$ cat config.mk
export PLATFORM = sky130hd
export DESIGN_NAME = stopwatch_ctrl
export DESIGN_NICKNAME = d
export VERILOG_FILES = /design/src/rtl/stopwatch_ctrl_pkg.sv /design/src/rtl/stopwatch_ctrl_bcd_field_counter.sv /design/src/rtl/stopwatch_ctrl.sv
export SDC_FILE = /design/constraint.sdc
export NUM_CORES = 1
export LEC_CHECK = 0
export ABC_AREA = 0
export BUFFER_PORTS_ARGS = -buffer_cell sky130_fd_sc_hd__buf_2
export CAP_MARGIN = 10
export CORE_ASPECT_RATIO = 0.8
export CORE_UTILIZATION = 45
export DETAILED_ROUTE_END_ITERATION = 8
export PLACE_DENSITY = 0.74
export REMOVE_ABC_BUFFERS = 1
export SYNTH_ARGS = -nofsm -noshare
export SYNTH_HDL_FRONTEND = slang
export SYNTH_SLANG_ARGS = --single-unit
$ cat constraint.sdc
create_clock -name clk -period 2.2 [get_ports clk]
set_clock_uncertainty 0.15 [all_clocks]
set_input_delay 0.44 -clock clk [delete_from_list [all_inputs] [get_ports clk]]
set_output_delay 0.44 -clock clk [all_outputs]
set_load 0.01 [all_outputs]
$ cat src/rtl/stopwatch_ctrl_pkg.sv
// Shared definitions for the stopwatch control stage and the display driver:
// mode-FSM encoding and BCD digit limits.
package stopwatch_ctrl_pkg;

    typedef enum logic [1:0] {
        ST_STOP = 2'd0,
        ST_RUN  = 2'd1,
        ST_ADJ  = 2'd2
    } state_t;

    localparam int BCD_ONES_MAX     = 9;  // highest value of any ones digit
    localparam int SEC_TENS_MAX_DEF = 5;  // seconds wrap after 59
    localparam int MIN_TENS_MAX_DEF = 9;  // minutes wrap after 99

endpackage

$ cat src/rtl/stopwatch_ctrl_bcd_field_counter.sv
// Two-digit BCD field counter (tens:ones) with synchronous clear.
//
// Ports:
//   clk, rst_n : clock, asynchronous active-low reset
//   inc        : advance the field by one on this edge
//   clr        : synchronous clear to 00, overrides inc
//   tens, ones : registered BCD digits
//   wrap       : field is at TENS_MAX:ONES_MAX, so the next inc wraps to 00
module bcd_field_counter #(
    parameter int TENS_MAX = 5,
    parameter int ONES_MAX = 9
) (
    input  logic       clk,
    input  logic       rst_n,
    input  logic       inc,
    input  logic       clr,
    output logic [3:0] tens,
    output logic [3:0] ones,
    output logic       wrap
);

    assign wrap = (tens == 4'(TENS_MAX)) && (ones == 4'(ONES_MAX));

    // NOTE: non-blocking assignments so every register samples pre-edge values.
    always_ff @(posedge clk or negedge rst_n) begin
        if (!rst_n) begin
            tens <= 4'd0;
            ones <= 4'd0;
        end else if (clr) begin
            tens <= 4'd0;
            ones <= 4'd0;
        end else if (inc) begin
            if (wrap) begin
                tens <= 4'd0;
                ones <= 4'd0;
            end else if (ones == 4'(ONES_MAX)) begin
                tens <= tens + 4'd1;
                ones <= 4'd0;
            end else begin
                ones <= ones + 4'd1;
            end
        end
    end

endmodule

$ cat src/rtl/stopwatch_ctrl.sv
// Stopwatch control: STOP/RUN/ADJ mode FSM and MM:SS BCD time keeping.
// Inputs are debounced, clk-synchronous levels plus 1 Hz / 2 Hz tick enables.
//
// Ports:
//   clk, rst_n            : clock, asynchronous active-low reset
//   tick_1hz              : count enable in RUN
//   tick_2hz              : adjust-increment and blink enable in ADJ
//   pause_btn             : rising edge toggles STOP/RUN
//   clear_btn             : synchronous clear to 00:00 / STOP (highest priority)
//   adj_sw                : enter/stay in ADJ while high
//   sel_sw                : adjust field select, 0 = minutes, 1 = seconds
//   min_tens..sec_ones    : registered BCD digits
//   running               : 1 while in RUN
//   blank_min, blank_sec  : blink strobes for the field being adjusted
//   rollover              : one-clk pulse on 99:59 -> 00:00 while running
module stopwatch_ctrl
    import stopwatch_ctrl_pkg::*;
#(
    parameter int MAX_MIN_TENS = MIN_TENS_MAX_DEF,
    parameter int SEC_TENS_MAX = SEC_TENS_MAX_DEF
) (
    input  logic       clk,
    input  logic       rst_n,
    input  logic       tick_1hz,
    input  logic       tick_2hz,
    input  logic       pause_btn,
    input  logic       clear_btn,
    input  logic       adj_sw,
    input  logic       sel_sw,
    output logic [3:0] min_tens,
    output logic [3:0] min_ones,
    output logic [3:0] sec_tens,
    output logic [3:0] sec_ones,
    output logic       running,
    output logic       blank_min,
    output logic       blank_sec,
    output logic       rollover
);

    state_t state, state_next;
    logic   pause_prev;
    logic   pause_edge;
    logic   blink_q, blink_next;
    logic   count_en, adj_en;
    logic   sec_inc, min_inc;
    logic   sec_wrap, min_wrap;

    assign pause_edge = pause_btn & ~pause_prev;

    // Both enables look at the pre-update state: a tick on the edge that stops
    // the watch still counts, one on the edge that starts it does not.
    assign count_en = ~clear_btn & (state == ST_RUN) & tick_1hz;
    assign adj_en   = ~clear_btn & (state == ST_ADJ) & tick_2hz;

    // Carry from seconds into minutes only while counting; adjust has no carry.
    assign sec_inc = count_en | (adj_en & sel_sw);
    assign min_inc = (count_en & sec_wrap) | (adj_en & ~sel_sw);

    bcd_field_counter #(
        .TENS_MAX (SEC_TENS_MAX),
        .ONES_MAX (BCD_ONES_MAX)
    ) u_sec (
        .clk   (clk),
        .rst_n (rst_n),
        .inc   (sec_inc),
        .clr   (clear_btn),
        .tens  (sec_tens),
        .ones  (sec_ones),
        .wrap  (sec_wrap)
    );

    bcd_field_counter #(
        .TENS_MAX (MAX_MIN_TENS),
        .ONES_MAX (BCD_ONES_MAX)
    ) u_min (
        .clk   (clk),
        .rst_n (rst_n),
        .inc   (min_inc),
        .clr   (clear_btn),
        .tens  (min_tens),
        .ones  (min_ones),
        .wrap  (min_wrap)
    );

    // NOTE: defaults first so no path leaves a signal unassigned (no latch).
    always_comb begin
        state_next = state;
        blink_next = blink_q;
        if (clear_btn) begin
            state_next = ST_STOP;
            blink_next = 1'b0;
        end else begin
            if (adj_sw) begin
                state_next = ST_ADJ;
            end else begin
                case (state)
                    ST_ADJ:  state_next = ST_STOP;  // ADJ never resumes RUN
                    ST_STOP: if (pause_edge) state_next = ST_RUN;
                    ST_RUN:  if (pause_edge) state_next = ST_STOP;
                    default: state_next = ST_STOP;
                endcase
            end
            if (state == ST_ADJ && tick_2hz) begin
                blink_next = ~blink_q;
            end
            if (state_next != ST_ADJ) begin
                blink_next = 1'b0;
            end
        end
    end

    // Status outputs are registered from the post-edge state so they line up
    // with the digits loaded on the same edge.
    always_ff @(posedge clk or negedge rst_n) begin
        if (!rst_n) begin
            state      <= ST_STOP;
            pause_prev <= 1'b0;
            blink_q    <= 1'b0;
            rollover   <= 1'b0;
            running    <= 1'b0;
            blank_min  <= 1'b0;
            blank_sec  <= 1'b0;
        end else begin
            state      <= state_next;
            pause_prev <= pause_btn;
            blink_q    <= blink_next;
            rollover   <= count_en & sec_wrap & min_wrap;
            running    <= (state_next == ST_RUN);
            blank_min  <= (state_next == ST_ADJ) & ~sel_sw & blink_next;
            blank_sec  <= (state_next == ST_ADJ) &  sel_sw & blink_next;
        end
    end

endmodule

==> run_results.csv <==
group,metric,value,unit
clock_tree,root_buffer,"clkbuf_4",
logic_synthesis,synth_top_area_share,47.9,%
min_path,hold_path_end,"pause_prev$_DFF_PN0_",
routing,first_pass_iters,4,
setup_path,crit_required,2.29,ns
cells_and_area,diodes,0,
clock_tree,tritoncts,"done",
clock_tree,clkTransAtPathRegs,0.13,ns
global_route,overflow,0,
clock_tree,h-tree-depth,1,
logic_synthesis,synthTopCellsByArea,"dfrtp_1 (48%), ha_1 (6.0%), o21ai_0 (4.4%), and3b_1 (3.5%), o31ai_1 (3.0%)",
power,p_leak,0.719,nW
sta,final.setup.worst_slack,0.108,ns
routing,wl,2720,um
routing,drc,0,
sta,final-hold-violation-count,0,
setup_path,r2r.worst_path.cells,7,
routing,ant_nets,0,
logic_synthesis,yosysWarnings,0,
cells_and_area,final_common_cell,"buf_2",
logic_synthesis,syn_inst,122,
routing,avgViaCountPerCell,5.59,
job,drv_cap,0,
logic_synthesis,yosys.area.top_type,"dfrtp_1",
sta,final_max_slew_viol_count,0,
global_route,grt_antenna_before_repair,0,
global_route,track_usage,21.1,%
setup_path,worstSetupEndpointType,"flop",
routing,detailedRoute.firstIterationViolations,64,
min_path,hold_depth,1,
setup_path,crit_arrival,2.19,ns
logic_synthesis,yosys.cell_types.count,37,
clock_tree,postCtsSetupBuffers,0,
placement,routabilityCongestion,0.805,
sta,rsz0062_at_grt,"yes",
min_path,min_path_type,"input port to flop",
setup_path,rrSetupSlack,0.11,ns
cells_and_area,regArea,601,sq um
cells_and_area,n_fill_cell,235,
placement,pre_cts_slack,0.0372,ns
sta,min_period_over_period,95.1,%
clock_tree,cts-buffers-inserted,3,
placement,dp_cells,188,
cells_and_area,fin_util,59.2,%
setup_path,cp-start-kind,"flop",
logic_synthesis,ys_ff_latch,24,
floorplan,die_x,61.0,um
logic_synthesis,synth_area,1250,sq um
power,powerDensity,561,nW/um^2
min_path,hold_start,"pause_btn",
placement,port_buffers,27,
cells_and_area,multiInputGateArea,608,sq um
setup_path,r2r_start,"u_sec.ones[1]$_DFFE_PN0P_",
logic_synthesis,ys_seq_area_share,47.9,%
placement,dp_hpwl,2030,um
floorplan,core,2540,sq um
routing,routedWlPerCell,14.2,um
global_route,grt_max_degree,25,
logic_synthesis,syn_avg_cell_area,10.3,sq um
cells_and_area,drive_above_1_share,27.6,%
floorplan,fp.dieArea,3000,sq um
sta,period_minus_slack,2.09,ns
sta,fmax,478,MHz
floorplan,row_count,16,
global_route,grt_pass1_wl,4750,um
floorplan,initial_core_util,49.3,%
setup_path,rr_endpoint,"u_sec.tens[3]$_DFFE_PN0P_",
run_status,status,"complete, no violations",
cells_and_area,stdcell_count,192,
global_route,grt_pass1_vias,1042,
setup_path,crit_fanout,7,
floorplan,die_h,49.2,um
cells_and_area,area_delta_synth_final,20.0,%
sta,finalSetupViolations,0,
power,total_power,843,uW
sta,max_slew_margin,64.3,%
setup_path,worstSetupPathType,"flop to flop",
cells_and_area,nets,172,
clock_tree,cts.sinks,24,
sta,fin_hold_ws,0.0907,ns
routing,num_vias,1074,
clock_tree,clkLatencyLatePin,0.32,ns
power,ir_drop,0.357,mV
cells_and_area,final_cell_mix,"buf_2 (27), dfrtp_1 (24), o21ai_0 (11), buf_4 (8), a21oi_1 (7)",
sta,worst_slew_pin_slew,0.536,ns
clock_tree,clk_path_buf_depth,2,
floorplan,io_pins,28,
## kinds of logic after synthesis
group                      after synthesis  share of synthesized area [%]
and+or+nand+nor                         44                           23.0
adders and majority gates                6                           5.99
muxes                                    1                          0.898
xor gates and xnor gates                 3                           2.10
buffers and inverters                   11                           4.09
DFF                                     24                           47.9
AOI/OAI and AO/OA                       33                           16.1
## power by group
group	internal, mW	switching (mW)
Combinational	0.0742	0.0903
Clock	0.0641	0.127
Sequential	0.466	0.0223
Total	0.604	0.240
## registers in the layout, summed over array words and instances, names as in the netlist
name        cells
u_sec.tens      4
u_min.tens      4
blink_q         1
pause_prev      1
blank_sec       1
u_min.ones      4
rollover        1
blank_min       1
state           2
u_sec.ones      4
running         1
## Yosys cell counts, drive strengths merged
cell type,count
nor2,3
nor2b,3
buf,4
nand3,4
o31ai,6
o41ai,1
clkbuf,1
and3,1
ha,6
o21ai,13
a211oi,3
mux2,1
or4b,1
nor3b,1
nand2b,3
nand2,5
a31oi,2
a21boi,1
or4,4
or3,2
nand4b,2
nor3,3
nor4bb,2
inv,6
xor2,1
dfrtp,24
and2,3
and3b,5
a21oi,7
nor4,2
xnor2,2
## area by class of cell
type,instances,share of cell area (%)
Multi-Input combinational cell,87,40.4
Clock buffer,3,1.50
Timing Repair Buffer,36,13.6
Tap cell,36,3.00
Inverter,6,1.50
Sequential cell,24,39.9
## routing by layer
| metal | part of all wire (%) | GRT usage, % |
|---|---|---|
| met1 | 45 | 28.6 |
| met2 | 48 | 33.7 |
| met3 | 6.1 | 6.63 |
| met4 | 0 | 3.03 |
| met5 | 0 | 0 |
## how the worst max path moves through the flow
stage | startpoint | end | slack (ns) | cells after the start
6_report | u_sec.ones[1]$_DFFE_PN0P_ | u_sec.tens[3]$_DFFE_PN0P_ | 0.11 | 7
3_3_place_gp | sel_sw | u_min.ones[3]$_DFFE_PN0P_ | 0.06 | 5
3_5_place_dp | u_sec.tens[1]$_DFFE_PN0P_ | u_min.tens[3]$_DFFE_PN0P_ | 0.04 | 7
4_1_cts | u_sec.tens[1]$_DFFE_PN0P_ | u_min.tens[3]$_DFFE_PN0P_ | 0.007 | 7
2_1_floorplan | u_sec.ones[1]$_DFFE_PN0P_ | u_min.ones[3]$_DFFE_PN0P_ | 0.09 | 6
5_1_grt | u_sec.ones[1]$_DFFE_PN0P_ | u_sec.tens[3]$_DFFE_PN0P_ | -0.003 | 7
## critical path: stages, from the launching register on
cell and delay, ns:
dfrtp_1 0.42, inv_1 0.06, ha_1 0.17, and3b_1 0.21, buf_4 0.17, and2_4 0.14
or4_4 0.53, o31ai_2 0.18
## per-stage QoR
stage	instance area [sq um]	setup TNS [ns]
CTS	1500	0
finish	1500	0
global placement	1470	0
detailed placement	1470	0
global route	1500	-0.00342
floorplan	1220	0
## repair_timing
action                                  CTS  global route
endpoints found under the setup margin    0             8
hold buffers                              1             0
hold endpoints to repair                 24             0
resized for setup                         0             1
Note: power is estimated with default switching activity, not from simulation.
